<file path="src/rtl/audio_dsm_output.sv">
// audio_dsm_output: multi-channel 1-bit audio DAC front end (frame FIFO, rate divider, PWM / delta-sigma)
module audio_dsm_output #(
   parameter int CHANNELS     = 2,
   parameter int SAMPLE_WIDTH = 16,
   parameter int FIFO_DEPTH   = 8,
   parameter int DIV_WIDTH    = 16
) (
   input  logic                                 i_clock,
   input  logic                                 i_reset_n,
   input  logic                                 i_enable,
   input  logic                                 i_mode,
   input  logic [31:0]                          i_reload,
   input  logic                                 i_valid,
   output logic                                 o_ready,
   input  logic [CHANNELS*SAMPLE_WIDTH-1:0]     i_sample,
   output logic [$clog2(FIFO_DEPTH+1)-1:0]      o_level,
   output logic                                 o_underrun,
   output logic [CHANNELS-1:0]                  o_pwm
);
   localparam int SW = SAMPLE_WIDTH;
   localparam int FW = CHANNELS * SW;
   localparam int AW = $clog2(FIFO_DEPTH);
   localparam int LW = $clog2(FIFO_DEPTH + 1);

   logic [FW-1:0]        mem [FIFO_DEPTH];
   logic [FW-1:0]        head;
   logic [AW-1:0]        wr_ptr, rd_ptr;
   logic [LW-1:0]        level_nxt;
   logic                 push, pop, empty, tick, en_q;
   logic [DIV_WIDTH-1:0] div, div_cur, reload;
   logic [SW-1:0]        pcnt, rev_cnt;
   logic [SW-1:0]        cur_u [CHANNELS];
   logic [SW:0]          acc   [CHANNELS];
   logic [SW:0]          sum   [CHANNELS];

   // handshake, divider view and modulator arithmetic; while the divider was idle last
   // clock it is treated as freshly loaded with i_reload, so the first tick lands reload+1 clocks after enable
   always_comb begin
      reload    = i_reload[DIV_WIDTH-1:0];
      div_cur   = en_q ? div : reload;
      tick      = i_enable && (div_cur == '0);
      empty     = (o_level == '0);
      push      = i_valid && o_ready;
      pop       = tick && !empty;
      level_nxt = o_level + LW'(push) - LW'(pop);
      head      = mem[rd_ptr];
      for (int i = 0; i < SW; i++) rev_cnt[i] = pcnt[SW-1-i];
      for (int c = 0; c < CHANNELS; c++) sum[c] = {1'b0, acc[c][SW-1:0]} + {1'b0, cur_u[c]};
   end

   // sample-rate divider: counts down while enabled, reloads on tick, tracks i_reload while idle
   always_ff @(posedge i_clock or negedge i_reset_n) begin
      if (!i_reset_n) begin
         div  <= '0;
         en_q <= 1'b0;
      end else begin
         en_q <= i_enable;
         div  <= (!i_enable || div_cur == '0) ? reload : div_cur - 1'b1;
      end
   end

   // frame storage; data needs no reset because level gates every read
   always_ff @(posedge i_clock) begin
      if (push) mem[wr_ptr] <= i_sample;
   end

   // FIFO pointers, level, registered ready and underrun pulse
   always_ff @(posedge i_clock or negedge i_reset_n) begin
      if (!i_reset_n) begin
         wr_ptr     <= '0;
         rd_ptr     <= '0;
         o_level    <= '0;
         o_ready    <= 1'b0;
         o_underrun <= 1'b0;
      end else begin
         wr_ptr     <= push ? wr_ptr + 1'b1 : wr_ptr;
         rd_ptr     <= pop ? rd_ptr + 1'b1 : rd_ptr;
         o_level    <= level_nxt;
         o_ready    <= level_nxt != LW'(FIFO_DEPTH);
         o_underrun <= tick && empty;
      end
   end

   // playback: current samples in offset binary, PWM counter, delta-sigma accumulators, outputs
   always_ff @(posedge i_clock or negedge i_reset_n) begin
      if (!i_reset_n) begin
         pcnt  <= '0;
         o_pwm <= '0;
         for (int c = 0; c < CHANNELS; c++) begin
            cur_u[c] <= {1'b1, {(SW-1){1'b0}}};
            acc[c]   <= '0;
         end
      end else begin
         pcnt <= i_enable ? pcnt + 1'b1 : pcnt;
         for (int c = 0; c < CHANNELS; c++) begin
            if (pop) cur_u[c] <= {~head[c*SW+SW-1], head[c*SW +: SW-1]};
            acc[c]   <= (i_enable && i_mode) ? sum[c] : '0;
            o_pwm[c] <= !i_enable ? 1'b0 : i_mode ? sum[c][SW] : (cur_u[c] >= rev_cnt);
         end
      end
   end
endmodule

</file>
<file path="config.mk">
export PLATFORM = sky130hd
export DESIGN_NAME = audio_dsm_output
export DESIGN_NICKNAME = d
export VERILOG_FILES = /design/src/rtl/audio_dsm_output.sv
export SDC_FILE = /design/constraint.sdc
export NUM_CORES = 1
export LEC_CHECK = 0
export CAP_MARGIN = 15
export CORE_AREA = 4 4 197 199
export DETAILED_ROUTE_END_ITERATION = 16
export DIE_AREA = 0 0 201 203
export GPL_ROUTABILITY_DRIVEN = 0
export HOLD_SLACK_MARGIN = 0.15
export PLACE_DENSITY = 0.7
export SETUP_SLACK_MARGIN = 0.2
export SYNTH_ARGS = -nofsm -noshare
export SYNTH_HDL_FRONTEND = slang
export SYNTH_SLANG_ARGS = --single-unit
</file>
<file path="constraint.sdc">
create_clock -name i_clock -period 3.9 [get_ports i_clock]
set_input_delay 0.78 -clock i_clock [delete_from_list [all_inputs] [get_ports i_clock]]
set_output_delay 0.78 -clock i_clock [all_outputs]
set_load 0.05 [all_outputs]
</file>
==> summary.txt <==
Run status
  – Outcome: complete, no violations

Timing
  – Final setup fails: 0
  – Max-slew violation count: 0
  – Minimum clock period: 3560 ps
  – Setup ws final: 339 ps
  – Tcrit/Tclk final: 0.913
  – RSZ-0062 raised after global routing: false
  – Rel. slew slack: 0.410
  – Final-report hold violation count: 0
  – Worst Skew: 13.3 ps
  – Fmax: 281 MHz
  – Slew @ Worst Pin: 885 ps

Worst setup path
  – Critical Path, Cell by Cell: buf_4, or4_4, o22a_4, a211oi_4, nand3_2, inv_4, ha_4, inv_2, ha_4, inv_2, fa_1, inv_1, or4b_4
  – Required time worst endpoint: ~4300 ps
  – CP bufs+invs: 5
  – Kind of critical path: reg -> reg
  – CP delay by family, top: simple AND/OR/NAND/NOR gates
  – Worst path arrival time: about 4000 ps
  – Slowest cell on crit path: or4_4
  – CP Capture Type: flip-flop
  – Max incr delay on CP: 540 ps
  – Setup crit start kind: flip-flop
  – Crit Path Max Fanout: 8

Detailed routing
  – Routed Antenna Nets: 0
  – Drt drc: 0
  – DR vias: 9,658
  – Routed len/inst: approximately 19 um
  – Via density: 5.59
  – Drt pass-1 iters: 5
  – Initial DRC Count: 660
  – Routed WL: approximately 34,000 um

Cells and area
  – Fillers: 3,007
  – Area growth syn-to-layout: 16.9%
  – Fin nets: 1,371
  – Register Area: 10,500 um2
  – Share of cells above drive strength 1: 0.165
  – Multi-input gate area: roughly 5800 um2
  – Most common cell after layout, fill and taps aside: edfxtp_1
  – Post-route cell area: 19,300 um2
  – Commonest cells after routing, fill and taps aside: 256 x edfxtp_1, 105 x dfrtp_1, 74 x nand2_1
  – Ant diodes: 0

Die
  – Initial Util: 0.444
  – Die Height: 203 um
  – Ports: 77
  – Rows: 71
  – CORE AREA: 37,200 um2
  – Full die area: 40,800 um2
  – Die X: between 200 and 250 um

Clock tree
  – CTS tree: built
  – Clock transition at path regs: around 60 ps
  – Cts hold-fix bufs: 0
  – # H-tree levels: 2
  – CTS root buf: clkbuf_16
  – CTS Buf Count: 39
  – Clk sinks: ~370
  – Clk_lat worst skew: 530 ps
  – Clk buf depth: 3

Synth
  – Yosys reg bits: 367
  – Top FF cell, synth: edfxtp_1
  – Syn Nets: 1,262
  – Cell area after technology mapping: 16,500 um2
  – Syn_area_per_cell: between 10 and 15 um2
  – Ys async rst share: 0.302
  – Seq/Total Area, Yosys: 0.634
  – Synth unique cells: 68
  – Number of enable flip-flop cells after synthesis: 256
  – Syn Inst Count: 1,116
  – Synth warn: 0

Job
  – Max_cap viols: 0

GRT
  – Global-route wire length before repair: 55,100 um
  – Total Routing Usage GR: 0.168
  – Largest net degree at the start of global routing: 67
  – Antenna violations before repair: 0
  – Grt total ovfl: 0
  – Vias in the first global route: 9,977

Place
  – Area post-placement: about 18,000 um2
  – Setup slack at placement: -239 ps
  – Port bufs: 60
  – Hpwl dp: 21,200 um

Worst hold path
  – Hold Path Class: in -> async

Power and ir drop
  – Pwr dens: 506 nW/um2
  – Maximum vdd drop: 490 uV
  – Pleak: roughly 7.1 nW
==> report_power, final <==
| part | internal [mW] | total [mW] | switching [mW] | leakage, nW |
|---|---|---|---|---|
| clock | 2.17 | 3.65 | 1.48 | 0.617 |
| sequential | 4.68 | 4.87 | 0.188 | 3.75 |
| combinational | 0.478 | 1.25 | 0.770 | 2.75 |
==> flip-flops by register name (all words and copies together), names as in the netlist <==
signal      count
mem           256
acc            32
cur_u          32
div            16
pcnt           16
o_level         4
rd_ptr          3
wr_ptr          3
o_pwm           2
en_q            1
o_ready         1
o_underrun      1
==> through the flow <==
stage / power (mW) / hold slack [ps] / cells / TNS, ps / util
finish: 9.76 / 292 / 1728 / 0 / 0.518
global route: 10.2 / 340 / 1728 / 0 / 0.518
CTS: 9.84 / 310 / 1725 / 0 / 0.517
detailed placement: 6.18 / 484 / 1655 / -239 / 0.483
global placement: 6.12 / 464 / 1655 / -222 / 0.483
floorplan: 5.64 / 445 / 1116 / 0 / -
==> path summary, 6_finish.rpt <==
path / end / slack (ps) / cells past startpoint / start
max in group asynchronous: cur_u[15]$_DFFE_PN1P_ / 2800 / 2 / i_reset_n
worst max register to register: o_ready$_DFF_PN0_ / 340 / 13 / en_q$_DFF_PN0_
worst max-delay path: o_ready$_DFF_PN0_ / 340 / 13 / en_q$_DFF_PN0_
min in group i_clock: pcnt[6]$_DFFE_PN0P_ / 500 / 1 / pcnt[6]$_DFFE_PN0P_
worst min register to register: pcnt[6]$_DFFE_PN0P_ / 500 / 1 / pcnt[6]$_DFFE_PN0P_
worst min-delay path: o_ready$_DFF_PN0_ / 290 / 1 / i_reset_n
==> cell families (layout without fill, tap and decap cells) <==
family / after synthesis / count (layout) / synth area share
AOI/OAI and AO/OA: 197 / 197 / 0.0743
adders and majority gates: 77 / 77 / 0.0597
and+or+nand+nor: 240 / 240 / 0.0724
xor gates and xnor gates: 51 / 51 / 0.0271
buffers and inverters: 82 / 220 / 0.0219
DFF: 367 / 367 / 0.634
muxes: 102 / 102 / 0.111
==> cells in the mapped netlist, types with 3 or more instances <==
cell type    n  area (um2)
a211oi_1    12        90.1
o21a_1       5        37.5
fa_1         3        60.1
o211a_1      3        30.0
nor3_1      23         115
mux2_2       3        33.8
or3_1        6        37.5
xnor2_1     29         254
ha_1        74         926
nor3b_1      5        37.5
nor2_1      49         184
buf_2        7        35.0
inv_1       42         158
nand4_1      7        43.8
nor2b_1     10        62.6
a22oi_1      6        45.0
nor4_1      10        62.6
and2_1       3        18.8
a21oi_1     47         235
and3_1       7        43.8
o22a_1       6        52.6
buf_1        5        18.8
clkbuf_1    19        71.3
a21o_1      11        82.6
xor2_1      22         193
dfrtp_1    109        2730
o31ai_1      3        22.5
o21ai_1     31         155
mux2i_1     35         350
o21bai_1     4        30.0
a31oi_1      5        31.3
o21ai_0     40         200
edfxtp_1   256        7690
buf_6        5        56.3
mux4_2      64        1440
or4_1        3        22.5
nand3_1     20         100
nand2_1     74         278
nand2b_1     8        50.1
o211ai_1     5        37.5
==> metal layers <==
metal,track usage,vias up,wire length (um)
li1,-,4524,-
met1,0.242,4857,15200
met2,0.275,227,16200
met3,0.0224,50,1590
met4,0.0398,0,575
met5,0,-,0
==> cell type report <==
type / count / area share
Clock buffer: 48 / 0.0540
Timing Repair Buffer: 106 / 0.0511
Multi-Input combinational cell: 667 / 0.301
Inverter: 44 / 0.00869
Sequential cell: 367 / 0.543
Tap cell: 474 / 0.0307
Clock inverter: 22 / 0.0115
==> what timing repair did <==
item                       in CTS  in global routing
hold endpoints to repair        0                  0
resized for setup               0                  6
buffers inserted                0                  3
setup endpoints to repair       0                  1
Note: power is estimated with default switching activity, not from simulation.
